`config.mk`:
```
export PLATFORM = sky130hd
export DESIGN_NAME = ram_arbiter
export DESIGN_NICKNAME = d
export VERILOG_FILES = /design/src/rtl/ram_arb_pkg.sv /design/src/rtl/ram_lane_align.sv /design/src/rtl/ram_arbiter.sv
export SDC_FILE = /design/constraint.sdc
export NUM_CORES = 1
export LEC_CHECK = 0
export CAP_MARGIN = 20
export CORE_MARGIN = 10
export CORE_UTILIZATION = 30
export CTS_CLUSTER_SIZE = 30
export DETAILED_ROUTE_END_ITERATION = 6
export HOLD_SLACK_MARGIN = 0.06
export PLACE_DENSITY = 0.85
export SYNTH_ARGS = -nofsm -noshare
export SYNTH_HDL_FRONTEND = slang
export SYNTH_SLANG_ARGS = --single-unit
```
`constraint.sdc`:
```
create_clock -name sys_clk -period 5.8 [get_ports sys_clk]
set_input_delay 1.45 -clock sys_clk [delete_from_list [all_inputs] [get_ports sys_clk]]
set_output_delay 1.45 -clock sys_clk [all_outputs]
set_load 0.1 [all_outputs]
```
`src/rtl/ram_arb_pkg.sv`:
```
// ram_arb_pkg: access-size and owner encodings plus the in-flight tag layout shared by the RAM arbiter.
package ram_arb_pkg;
    localparam logic [1:0] SZ_BYTE = 2'b00;
    localparam logic [1:0] SZ_HALF = 2'b01;
    localparam logic [1:0] SZ_WORD = 2'b10;
    localparam logic [1:0] SZ_ILL  = 2'b11;

    typedef enum logic {OWN_IF = 1'b0, OWN_LS = 1'b1} owner_e;

    typedef struct packed {
        logic       valid;
        logic       we;
        logic [1:0] size;
        logic       uns;
        logic [1:0] off;
        logic       err;
    } tag_t;
endpackage

```
`src/rtl/ram_lane_align.sv`:
```
// ram_lane_align: byte-lane write enables and store shifting, plus load extraction and sign/zero extension.
module ram_lane_align
    import ram_arb_pkg::*;
(
    input  logic [1:0]  size_i,
    input  logic        unsigned_i,
    input  logic [1:0]  off_i,
    input  logic [31:0] data_i,
    output logic [3:0]  be_o,
    output logic [31:0] lane_o,
    output logic [31:0] ext_o
);
    logic [31:0] sh;

    always_comb begin
        sh     = data_i >> {off_i, 3'b000};
        lane_o = data_i << {off_i, 3'b000};
        be_o   = size_i == SZ_BYTE ? 4'b0001 << off_i : size_i == SZ_HALF ? 4'b0011 << off_i : 4'b1111;
        ext_o  = size_i == SZ_BYTE ? {{24{~unsigned_i & sh[7]}}, sh[7:0]} :
                 size_i == SZ_HALF ? {{16{~unsigned_i & sh[15]}}, sh[15:0]} : data_i;
    end
endmodule

```
`src/rtl/ram_arbiter.sv`:
```
// ram_arbiter: shares the byte-lane data RAM between instruction fetch and load/store.
// Define RAM_ARB_RR_EN for round-robin read arbitration; otherwise LS has fixed priority over IF.
module ram_arbiter
    import ram_arb_pkg::*;
#(
    parameter int RAM_ADDR_BITS = 14
) (
    input  logic        sys_clk,
    input  logic        sys_rst,
    input  logic        if_req_valid,
    output logic        if_req_ready,
    input  logic [31:0] if_req_addr,
    input  logic        if_flush,
    output logic        if_rsp_valid,
    output logic [31:0] if_rsp_data,
    output logic        if_rsp_err,
    input  logic        ls_req_valid,
    output logic        ls_req_ready,
    input  logic        ls_req_we,
    input  logic [1:0]  ls_req_size,
    input  logic        ls_req_unsigned,
    input  logic [31:0] ls_req_addr,
    input  logic [31:0] ls_req_wdata,
    output logic        ls_rsp_valid,
    output logic [31:0] ls_rsp_rdata,
    output logic        ls_rsp_err,
    output logic [3:0]  ram_wen,
    output logic [31:0] ram_w_addr,
    output logic [31:0] ram_w_data,
    output logic        ram_ren,
    output logic [31:0] ram_r_addr,
    input  logic [31:0] ram_r_data
);
    tag_t        if_q, if_d, ls_q, ls_d;
    logic        if_err, ls_err, if_rd, ls_rd, ls_st, contested, hazard, ls_win;
    logic        if_rd_go, ls_rd_go, st_go, rd_if, if_data_ok;
    logic [3:0]  st_be, ld_be_unused;
    logic [31:0] st_lane, st_ext_unused, ld_lane_unused, ld_ext;

    assign if_err = (|if_req_addr[1:0]) | (|if_req_addr[31:RAM_ADDR_BITS]);
    assign ls_err = (ls_req_size == SZ_ILL) | (ls_req_size == SZ_HALF & ls_req_addr[0]) |
                    (ls_req_size == SZ_WORD & (|ls_req_addr[1:0])) | (|ls_req_addr[31:RAM_ADDR_BITS]);
    assign if_rd     = if_req_valid & ~if_err;
    assign ls_rd     = ls_req_valid & ~ls_err & ~ls_req_we;
    assign ls_st     = ls_req_valid & ~ls_err & ls_req_we;
    assign contested = if_rd & ls_rd;
    // the RAM's read-during-write ordering is not relied on, so a same-word fetch waits a cycle
    assign hazard    = if_rd & ls_st & (if_req_addr[31:2] == ls_req_addr[31:2]);

`ifdef RAM_ARB_RR_EN
    owner_e rr_q, rr_d;
    assign ls_win = ~contested | (rr_q == OWN_LS);
    assign rr_d   = contested ? (ls_win ? OWN_IF : OWN_LS) : rr_q;
    always_ff @(posedge sys_clk) rr_q <= sys_rst ? OWN_LS : rr_d;
`else
    assign ls_win = 1'b1;
`endif

    assign if_req_ready = ~sys_rst & if_req_valid & ~hazard & ~(contested & ls_win);
    assign ls_req_ready = ~sys_rst & ls_req_valid & (~ls_rd | ls_win);
    assign if_rd_go     = if_req_ready & if_rd;
    assign ls_rd_go     = ls_req_ready & ls_rd;
    assign st_go        = ls_req_ready & ls_st;

    assign ram_ren    = if_rd_go | ls_rd_go;
    assign ram_r_addr = ls_rd_go ? {ls_req_addr[31:2], 2'b00} : if_rd_go ? {if_req_addr[31:2], 2'b00} : 32'h0;
    assign ram_wen    = st_go ? st_be : 4'b0000;
    assign ram_w_addr = st_go ? {ls_req_addr[31:2], 2'b00} : 32'h0;
    assign ram_w_data = st_go ? st_lane : 32'h0;

    always_comb begin
        if_d       = '0;
        if_d.valid = if_req_ready & ~if_flush;
        if_d.size  = SZ_WORD;
        if_d.err   = if_err;
        ls_d       = '0;
        ls_d.valid = ls_req_ready;
        ls_d.we    = ls_req_we;
        ls_d.size  = ls_req_size;
        ls_d.uns   = ls_req_unsigned;
        ls_d.off   = ls_req_addr[1:0];
        ls_d.err   = ls_err;
    end

    always_ff @(posedge sys_clk) begin
        if_q <= sys_rst ? '0 : if_d;
        ls_q <= sys_rst ? '0 : ls_d;
    end

    ram_lane_align u_st (
        .size_i(ls_req_size), .unsigned_i(1'b0), .off_i(ls_req_addr[1:0]), .data_i(ls_req_wdata),
        .be_o(st_be), .lane_o(st_lane), .ext_o(st_ext_unused)
    );

    // only one read is ever in flight, so the load aligner follows whichever tag owns it
    assign rd_if = if_q.valid & ~if_q.err;
    ram_lane_align u_ld (
        .size_i(rd_if ? if_q.size : ls_q.size), .unsigned_i(rd_if ? if_q.uns : ls_q.uns),
        .off_i(rd_if ? if_q.off : ls_q.off), .data_i(ram_r_data),
        .be_o(ld_be_unused), .lane_o(ld_lane_unused), .ext_o(ld_ext)
    );

    assign if_rsp_valid = ~sys_rst & if_q.valid & ~if_flush;
    assign if_rsp_err   = if_rsp_valid & if_q.err;
    assign if_data_ok   = if_rsp_valid & ~if_q.err & ~if_q.we;
    assign if_rsp_data  = if_data_ok ? ld_ext : 32'h0;
    assign ls_rsp_valid = ~sys_rst & ls_q.valid;
    assign ls_rsp_err   = ls_rsp_valid & ls_q.err;
    assign ls_rsp_rdata = (ls_rsp_valid & ~ls_q.err & ~ls_q.we) ? ld_ext : 32'h0;
endmodule

```
### Yosys cells after proc, flatten, opt, wreduce, memory -nomap -nowiden

Cells that the tools add are included.

| word-level totals | value |
|---|---|
| register bits | 11 |
| bits of input ports | 137 |
| output and inout port bits | 171 |
| word-level logic and storage cells | 82 |

| cells by class | value |
|---|---|
| equal/unequal tests | 5 |
| shift operators | 4 |
| mux-type cells | 14 |
| bitwise operators | 44 |
| reductions and logical operators | 6 |

Operators by type and width:

| operator | number |
|---|---|
| 2-to-1 mux 32 bit | 8 |
| OR reduction 18 bit | 2 |
| left shift 32 x 5 -> 32 bit | 1 |
| >> shifter 32 x 5 -> 16 bit | 1 |
| equality test 30 bit | 1 |
| bitwise AND 1 bit | 28 |
| 2-to-1 mux 4 bit | 3 |
| inverter 1 bit | 11 |
| bitwise OR 1 bit | 5 |
| equality test 2 x 1 -> 1 bit (second input constant) | 2 |
| equality test 2 bit (second input constant) | 2 |
| zero test 2 bit | 2 |
| 2-to-1 mux 2 bit | 2 |
| OR reduction 2 bit | 2 |
| left shift 1 x 2 -> 4 bit (first input constant) | 1 |
| left shift 2 x 2 -> 4 bit (first input constant) | 1 |
| 2-to-1 mux 1 bit | 1 |

### Logic depth before layout (Yosys ltp)

Gate-level depths: netlist of the first run.

| depth | value |
|---|---|
| word-level depth | 16 |
| depth in mapped cells | 11 |
| gate-level depth less buffers | 8 |

### By module

From an unflattened synthesis of the first run, not the netlist that was laid out.

| unflattened totals | value |
|---|---|
| cell total of the unflattened synthesis | 743 |
| area total of the unflattened synthesis | 5006.1 um2 |

By module, submodules not included:

| module | instances | cells an instance | area an instance (um2) | seq. area each (um2) |
|---|---|---|---|---|
| ram_lane_align | 2 | 231 | 1483.9 | 0.0 |
| ram_arbiter | 1 | 281 | 2038.2 | 220.2 |

### Worst setup path after synthesis of the first run

Ideal clock, no wire load.

| timing path | value |
|---|---|
| kind | input to output |
| start | in ls_req_addr[1] |
| end | out ram_w_data[6] |
| arrival time | 5.385 ns |
| data required time | 4.350 ns |
| path slack | -1.035 ns |
| stages | 10 |
| path buffers | 2 |
| cells stage by stage | clkbuf_1 -> clkbuf_1 -> inv_1 -> ha_1 -> nor2b_1 -> o2111a_1 -> and4_1 -> and3_1 -> nand2_1 -> nor3b_1 |

| between the ends | value |
|---|---|
| word-level cells in the longest chain between the ends | 9 |
| elaborated cells on any way between the ends | 10 |
| those cells by class | shift (1); mux (1); bitwise (7); reduce/logical (1) |

Ends and longest elaborated chain:

| item | line | text |
|---|---|---|
| from (decl) | ram_arbiter.sv:22 | `input logic [31:0] ls_req_addr,` |
| OR reduction 2 bit | ram_arbiter.sv:42 | `(ls_req_size == SZ_WORD & (\|ls_req_addr[1:0])) \| (\|ls_req_addr[31:RAM_ADDR_BITS]);` |
| bitwise AND 1 bit | ram_arbiter.sv:42 |  |
| bitwise OR 1 bit | ram_arbiter.sv:41 | `assign ls_err = (ls_req_size == SZ_ILL) \| (ls_req_size == SZ_HALF & ls_req_addr[0]) \|` |
| bitwise OR 1 bit | ram_arbiter.sv:42 |  |
| inverter 1 bit | ram_arbiter.sv:45 | `assign ls_st = ls_req_valid & ~ls_err & ls_req_we;` |
| bitwise AND 1 bit (2 in a row) | ram_arbiter.sv:45 |  |
| bitwise AND 1 bit | ram_arbiter.sv:63 | `assign st_go = ls_req_ready & ls_st;` |
| 2-to-1 mux 32 bit * | ram_arbiter.sv:69 | `assign ram_w_data = st_go ? st_lane : 32'h0;` |
| to (decl) | ram_arbiter.sv:29 | `output logic [31:0] ram_w_data,` |

Every way passes the cells marked *; elsewhere a longest branch is shown, timed or not.

### Final worst setup path of the first run

| timing path | value |
|---|---|
| start | in ram_r_data[31] |
| end | out ls_rsp_rdata[17] |

| between the ends | value |
|---|---|
| word-level cells in the longest chain between the ends | 5 |
| elaborated cells on any way between the ends | 6 |
| those cells by class | shift (1); mux (3); bitwise (2) |

Ends and longest elaborated chain:

| item | line | text |
|---|---|---|
| from (decl) | ram_arbiter.sv:32 | `input logic [31:0] ram_r_data` |
| >> shifter 32 x 5 -> 16 bit * | ram_lane_align.sv:16 | `sh = data_i >> {off_i, 3'b000};` |
| bitwise AND 1 bit | ram_lane_align.sv:20 | `size_i == SZ_HALF ? {{16{~unsigned_i & sh[15]}}, sh[15:0]} : data_i;` |
| 2-to-1 mux 32 bit | ram_lane_align.sv:20 |  |
| 2-to-1 mux 32 bit * | ram_lane_align.sv:19 | `ext_o = size_i == SZ_BYTE ? {{24{~unsigned_i & sh[7]}}, sh[7:0]} :` |
| 2-to-1 mux 32 bit * | ram_arbiter.sv:109 | `assign ls_rsp_rdata = (ls_rsp_valid & ~ls_q.err & ~ls_q.we) ? ld_ext : 32'h0;` |
| to (decl) | ram_arbiter.sv:25 | `output logic [31:0] ls_rsp_rdata,` |

Marked as above.

==> results of run 1 <==
-- flip-flops by register name (all words and copies together) (netlist names) --
register  count
ls_q          8
if_q          3
-- cells in the final DEF (no fill, tap or decap), types with 4 or more instances in the layout --
cell type | Yosys | final
nand2_1 | 15 | 15
nand4_1 | 8 | 8
nand2b_1 | 8 | 8
a211oi_1 | 26 | 20
ha_1 | 4 | 4
a21oi_1 | 25 | 24
nor2b_1 | 20 | 20
xor2_1 | 11 | 11
buf_12 | 0 | 119
mux2i_1 | 20 | 20
nor2_1 | 110 | 93
o21ai_0 | 15 | 14
a22o_1 | 14 | 14
a211oi_2 | 0 | 6
and2_1 | 21 | 21
or3_1 | 5 | 5
nand3_1 | 9 | 9
and3_1 | 10 | 10
conb_1 | 1 | 40
xnor2_1 | 19 | 19
buf_4 | 40 | 21
nor4_1 | 13 | 13
dfxtp_1 | 11 | 11
clkdlybuf4s50_1 | 0 | 136
nor2_2 | 0 | 17
inv_1 | 9 | 9
-- metal layers --
metal / share of wire, % / track usage [%] / wire [um] / up-vias
met5: 0 / 0 / 0 / -
met4: 2.6 / 7.92 / 484 / 0
met3: 10 / 8.02 / 1910 / 32
met2: 54 / 47.4 / 10200 / 290
met1: 33 / 23.1 / 6190 / 2079
li1: - / - / - / 2078
-- area by class of cell --
cell class	count	area, um^2	area share [%]
Sequential cell	11	220	3.18
Inverter	9	33.8	0.488
Multi-Input combinational cell	424	2560	37.0
Tap cell	133	166	2.40
Clock buffer	4	45.0	0.650
Timing Repair Buffer	276	3900	56.3
-- metrics by stage --
step	util (%)	worst slack [ps]	TNS, ps	hold slack [ps]
global placement	70.4	359	0	2060
CTS	70.9	212	0	1820
global route	70.9	97.4	0	1820
finish	70.9	155	0	1810
detailed placement	70.4	217	0	2060
floorplan	-	-965	-9760	1550
-- worst max path at each step --
stage,from,endpoint,slack [ps],depth (start not counted)
2_1_floorplan,ls_req_addr[1],ram_w_data[24],-960,10
3_3_place_gp,ram_r_data[31],ls_rsp_rdata[16],360,7
3_5_place_dp,ram_r_data[31],ls_rsp_rdata[17],220,7
4_1_cts,ram_r_data[31],ls_rsp_rdata[17],210,7
5_1_grt,ram_r_data[31],ls_rsp_rdata[17],100,7
6_report,ram_r_data[31],ls_rsp_rdata[17],150,7
-- power by group through the flow --
stage | combinational, mW | clock (mW) | sequential, mW
6_report | 0.457 | 0.0739 | 0.0878
5_1_grt | 0.478 | 0.0809 | 0.0887
4_1_cts | 0.453 | 0.0756 | 0.0874
3_5_place_dp | 0.452 | 0 | 0.0889
3_3_place_gp | 0.442 | 0 | 0.0882
2_1_floorplan | 0.302 | 0 | 0.0837
-- cell families (layout without fill, tap and decap cells) --
group                      count (synthesis)  after routing
and+or+nand+nor                          230            230
adders and majority gates                  4              4
AOI/OAI and AO/OA                         98             98
DFF                                       11             11
muxes                                     22             22
buffers and inverters                     78            289
xor gates and xnor gates                  30             30
other                                      1             40
-- cells in the mapped netlist, types with 13 or more instances --
cell,number
a211oi_1,26
a21oi_1,25
a22o_1,14
and2_1,21
buf_4,40
clkbuf_1,21
mux2i_1,20
nand2_1,15
nor2_1,110
nor2b_1,20
nor4_1,13
o21ai_0,15
xnor2_1,19
==> results by group, run 1 <==
Run status
  – Status: complete, no violations

Hold path
  – Hold Crit Depth: 2
  – Worst Hold Path EP: ls_q[3]
  – Hold crit path type: in2reg
  – Min-delay src: ls_req_unsigned

Power and ir drop
  – Internal power: 0.287 mW
  – Comb power frac: 73.8%
  – Total Power: 0.619 mW
  – Switching pwr: 0.331 mW
  – Switching fraction of total power: 53.6%
  – Sequential share of power: 14.2%
  – LEAKAGE: 2.83 nW
  – Max VDD drop: 66.3 uV
  – Clock power frac: 12.0%
  – Cell area power density: 89.3 mW/mm^2

Worst setup path
  – Startpoint Class: input pin
  – Crit-path max cell delay: 630 ps
  – Worst Setup Path Type: in2out
  – CP bufs+invs: 2
  – Setup crit end kind: output port
  – Worst Path Required: 4350 ps
  – Arr. time, crit path: 4200 ps
  – CP top delay family: simple AND/OR/NAND/NOR gates
  – Cell Chain, Critical Path: clkdlybuf4s50_1, mux2i_1, or4b_1, o311a_1, nand3b_1, nor2_1, buf_12
  – CP max FO: 16
  – CP max-delay cell: nand3b_1

Placed design
  – GPL Wtd Cong: 1.02
  – Buffers on Ports: 267
  – Hpwl dp: 16,500 um
  – Inst Count DP: 853
  – Area after DPL: 0.00688 mm^2

Clocking
  – Clk slew on worst S/H paths: 50 ps
  – CTS Buffer Depth: 2
  – H-Tree Level Count: 1
  – CTS resizes: 0
  – CTS buffer count: 3
  – Hold Buf Count CTS: 0
  – Clk Tree Root Cell: clkbuf_8
  – Clock sinks: 11
  – CTS tree: built
  – Post-CTS setup buffers: 0

Routing
  – Wirelength per Cell: 21.9 um
  – Drt total wl: 18,800 um
  – DR vias: 4,479
  – Vias/cell: 5.23
  – Router iterations before antenna repair: 5
  – Post-detailed-route count of antenna-violating nets: 0
  – Initial DRC Count: 382
  – Number of remaining DRC errors: 0

STA
  – Final slew viol count: 0
  – Least-Margin Pin Slew: 1020 ps
  – RSZ-0062 raised after global routing: no
  – Peak Freq: 177 MHz
  – Final setup viols: 0
  – Final hold violation count: 0
  – Worst relative slew slack: 32.1%
  – Final Cycle Share: 97.3%
  – Min Clock Period, post-route: 5650 ps

Yosys
  – Cell taking the most area after synthesis: nor2_1
  – Post-synthesis compound-gate area fraction: 22.1%
  – Adder-cell share of the synthesized area: 1.67%
  – Yosys warnings: 0
  – Post-Syn Area: 0.00301 mm^2
  – Distinct cells, synth: 47
  – FF+latch count, synth: 11
  – Top_reg_cell synth: dfxtp_1
  – Register area share after synthesis: 7.33%
  – Main combinational cell family by area after synthesis: simple AND/OR/NAND/NOR gates
  – Simple-gate share of the synthesized area: 37.4%
  – Post-synthesis cell count: 474
  – Mux cell area share after synthesis: 7.41%
  – Number of synthesized flops with an enable pin: 0
  – Synth area leaders: nor2_1 14%, buf_4 10%, dfxtp_1 7.3%, mux2i_1 6.7%, a211oi_1 6.5%
  – Top-area cell type share of the netlist area: 13.7%
  – Syn avg cell area: 6.34 um^2
  – Asr flop ratio synth: 0%
  – Synth Area in XOR/XNOR: 8.74%

Layout
  – Layout area overhead: 130%
  – NumNets Final: 866
  – Fillers: 685
  – Layout cell share with drive strength beyond 1: 23.9%
  – Post-route design area: 0.00693 mm^2
  – Final std cells w/o fill: 857
  – Antenna diode count: 0

Die
  – Boundary Pins: 308
  – Core area: 0.00977 mm^2
  – Die footprint: 0.0144 mm^2
  – Starting Density: 30.7%
  – Die Y: 120 um
  – Chip Width: 120 um
  – Row cnt: 36

GRT
  – GRT Total Usage: 24.2%
  – Gr ovfl total: 0
  – Largest net degree at the start of global routing: 39
  – Initial antenna violation count: 0
  – First-pass GRT wire length: 28,200 um
  – Vias in the first global route: 4,871

Job
  – Max-cap viol count: 0
Power figures use the tool's default switching activity.
==> run 2: changes to the inputs <==
SKIP_CTS_REPAIR_TIMING = 1   (was default)
clock period = 6 ns   (was 5.8 ns; I/O delays follow)
==> run 2 against run 1 <==
  * Setup slack improved by 170 ps
  * Total power fell by 4.4%
  * Routed wire length down 4.5%
  * Via count shrank 2.3%
  * Critical path type unchanged
  * Final cell count is 0.12% lower
  * Largest cell class unchanged
  * Global-route usage down 0.92 points
  * Critical path depth unchanged
==> results by group, run 2 (synthesized netlist as in run 1, its figures left out) <==
Run status
  – Status: complete, no violations (unchanged)

Clocking
  – Clk Tree Root Cell: clkbuf_8 (unchanged)
  – CTS tree: built (unchanged)
  – H-Tree Level Count: 1 (unchanged)
  – Clock sinks: 11 (unchanged)
  – CTS Buffer Depth: 2 (unchanged)
  – CTS buffer count: 3 (unchanged)
  – Clk slew on worst S/H paths: 50 ps (about the same)

Power and ir drop
  – Cell area power density: 87.0 mW/mm^2 (was 89.3 mW/mm^2)
  – LEAKAGE: 2.81 nW (was 2.83 nW)
  – Comb power frac: 73.6% (was 73.8%)
  – Sequential share of power: 14.3% (was 14.2%)
  – Switching pwr: 0.315 mW (was 0.331 mW)
  – Clock power frac: 12.1% (was 12.0%)
  – Max VDD drop: 70.8 uV (was 66.3 uV)
  – Switching fraction of total power: 53.4% (was 53.6%)
  – Internal power: 0.276 mW (was 0.287 mW)

Worst setup path
  – CP max-delay cell: nand3b_1 (unchanged)
  – Startpoint Class: input pin (unchanged)
  – Cell Chain, Critical Path: clkdlybuf4s50_1, mux2i_1, or4b_1, o311a_1, nand3b_1, nor2_1, buf_12 (unchanged)
  – Arr. time, crit path: 4180 ps (was 4200 ps)
  – CP top delay family: simple AND/OR/NAND/NOR gates (unchanged)
  – CP bufs+invs: 2 (unchanged)
  – Setup crit end kind: output port (unchanged)
  – CP max FO: 16 (unchanged)
  – Worst Setup Path Type: in2out (unchanged)
  – CP startpoint: ram_r_data[31] (unchanged)
  – Worst Path Required: 4500 ps (was 4350 ps)
  – Crit-path max cell delay: 610 ps (was 630 ps)

Layout
  – Post-route design area: 0.00680 mm^2 (was 0.00693 mm^2)
  – Biggest register: ls_q (unchanged)
  – Layout area overhead: 126% (was 130%)
  – Post-layout util: 69.5% (was 70.9%)
  – Commonest non-fill, non-tap cells in the layout: 136 x clkdlybuf4s50_1, 113 x buf_12, 110 x nor2_1, 40 x conb_1, 26 x buf_4 (was 136 x clkdlybuf4s50_1, 119 x buf_12, 93 x nor2_1, 40 x conb_1, 24 x a21oi_1)
  – Commonest non-fill, non-tap cell in the layout: clkdlybuf4s50_1 (unchanged)
  – Layout cell share with drive strength beyond 1: 21.3% (was 23.9%)
  – NumNets Final: 865 (was 866)
  – Largest regs: ls_q x8, if_q x3 (unchanged)
  – Antenna diode count: 0 (unchanged)
  – Largest register FFs: 8 (unchanged)

STA
  – Least-Margin Pin Slew: 982 ps (was 1020 ps)
  – Min Clock Period, post-route: 5680 ps
  – Final setup viols: 0 (unchanged)
  – Final Cycle Share: 94.6%
  – Worst relative slew slack: 34.4% (was 32.1%)
  – Peak Freq: 176 MHz
  – RSZ-0062 raised after global routing: no (unchanged)
  – Final slew viol count: 0 (unchanged)
  – Final hold violation count: 0 (unchanged)

Die
  – Die footprint: 0.0144 mm^2 (unchanged)
  – Die Y: 120 um (unchanged)
  – Row cnt: 36 (unchanged)
  – Starting Density: 30.7% (unchanged)
  – Boundary Pins: 308 (unchanged)
  – Core area: 0.00977 mm^2 (unchanged)
  – Chip Width: 120 um (unchanged)

Routing
  – Vias/cell: 5.11 (was 5.23)
  – Router iterations before antenna repair: 5 (unchanged)
  – Post-detailed-route count of antenna-violating nets: 0 (unchanged)
  – Number of remaining DRC errors: 0 (unchanged)
  – Initial DRC Count: 351 (was 382)
  – DR vias: 4,374 (was 4,479)
  – Wirelength per Cell: 20.9 um (was 21.9 um)
  – Drt total wl: 17,900 um (was 18,800 um)

GRT
  – Vias in the first global route: 4,808 (was 4,871)
  – Initial antenna violation count: 0 (unchanged)
  – Largest net degree at the start of global routing: 39 (unchanged)
  – GRT Total Usage: 23.3% (was 24.2%)
  – Gr ovfl total: 0 (unchanged)
  – First-pass GRT wire length: 27,300 um (was 28,200 um)

Placed design
  – GPL Wtd Cong: 0.941 (was 1.02)
  – Area after DPL: 0.00675 mm^2 (was 0.00688 mm^2)
  – Buffers on Ports: 267 (unchanged)
  – Hpwl dp: 15,900 um (was 16,500 um)

Job
  – Max-cap viol count: 0 (unchanged)

Hold path
  – Hold crit path type: in2reg (unchanged)
  – Min-delay src: ls_req_unsigned (unchanged)
-- run 2: layout make-up --
| cell class | count | area (um^2) |
|---|---|---|
| clock buffer | 4 | 45.0 |
| inverter | 9 | 33.8 |
| tap | 133 | 166 |
| timing repair buffer | 275 | 3820 |
| sequential | 11 | 220 |
| fill | 692 | 2980 |
| multi-input combinational | 424 | 2510 |
-- run 2: final timing paths --
| check | slack (ps) | end | cells past startpoint |
|---|---|---|---|
| max | 320 | ls_rsp_rdata[18] | 7 |
| min | 1820 | ls_q[3] | 2 |
-- run 2: power groups by stage --
stage	clock (mW)	sequential [mW]	combinational, mW
detailed placement	0	0.0858	0.431
CTS	0.0742	0.0845	0.432
global route	0.0800	0.0855	0.455
global placement	0	0.0852	0.424
finish	0.0714	0.0848	0.435
floorplan	0	0.0809	0.290
-- run 2: per-layer routing --
metal	vias up	share of wire (%)	track usage, %
met5	-	0	0
met4	0	2.8	7.77
met3	40	9.7	7.45
met2	274	53	45.3
met1	1987	34	22.6
li1	2073	-	-
-- run 2: per-stage QoR --
| step | power, mW | setup TNS (ps) | worst slack [ps] | hold slack, ps | std cells |
|---|---|---|---|---|---|
| 3_5_place_dp | 0.517 | 0 | 371 | 2070 | 852 |
| 4_1_cts | 0.591 | 0 | 364 | 1820 | 856 |
| 6_report | 0.591 | 0 | 324 | 1820 | 856 |
| 5_1_grt | 0.621 | 0 | 212 | 1840 | 856 |
| 2_1_floorplan | 0.371 | -7600 | -865 | 1600 | 513 |
| 3_3_place_gp | 0.509 | 0 | 510 | 2080 | 852 |
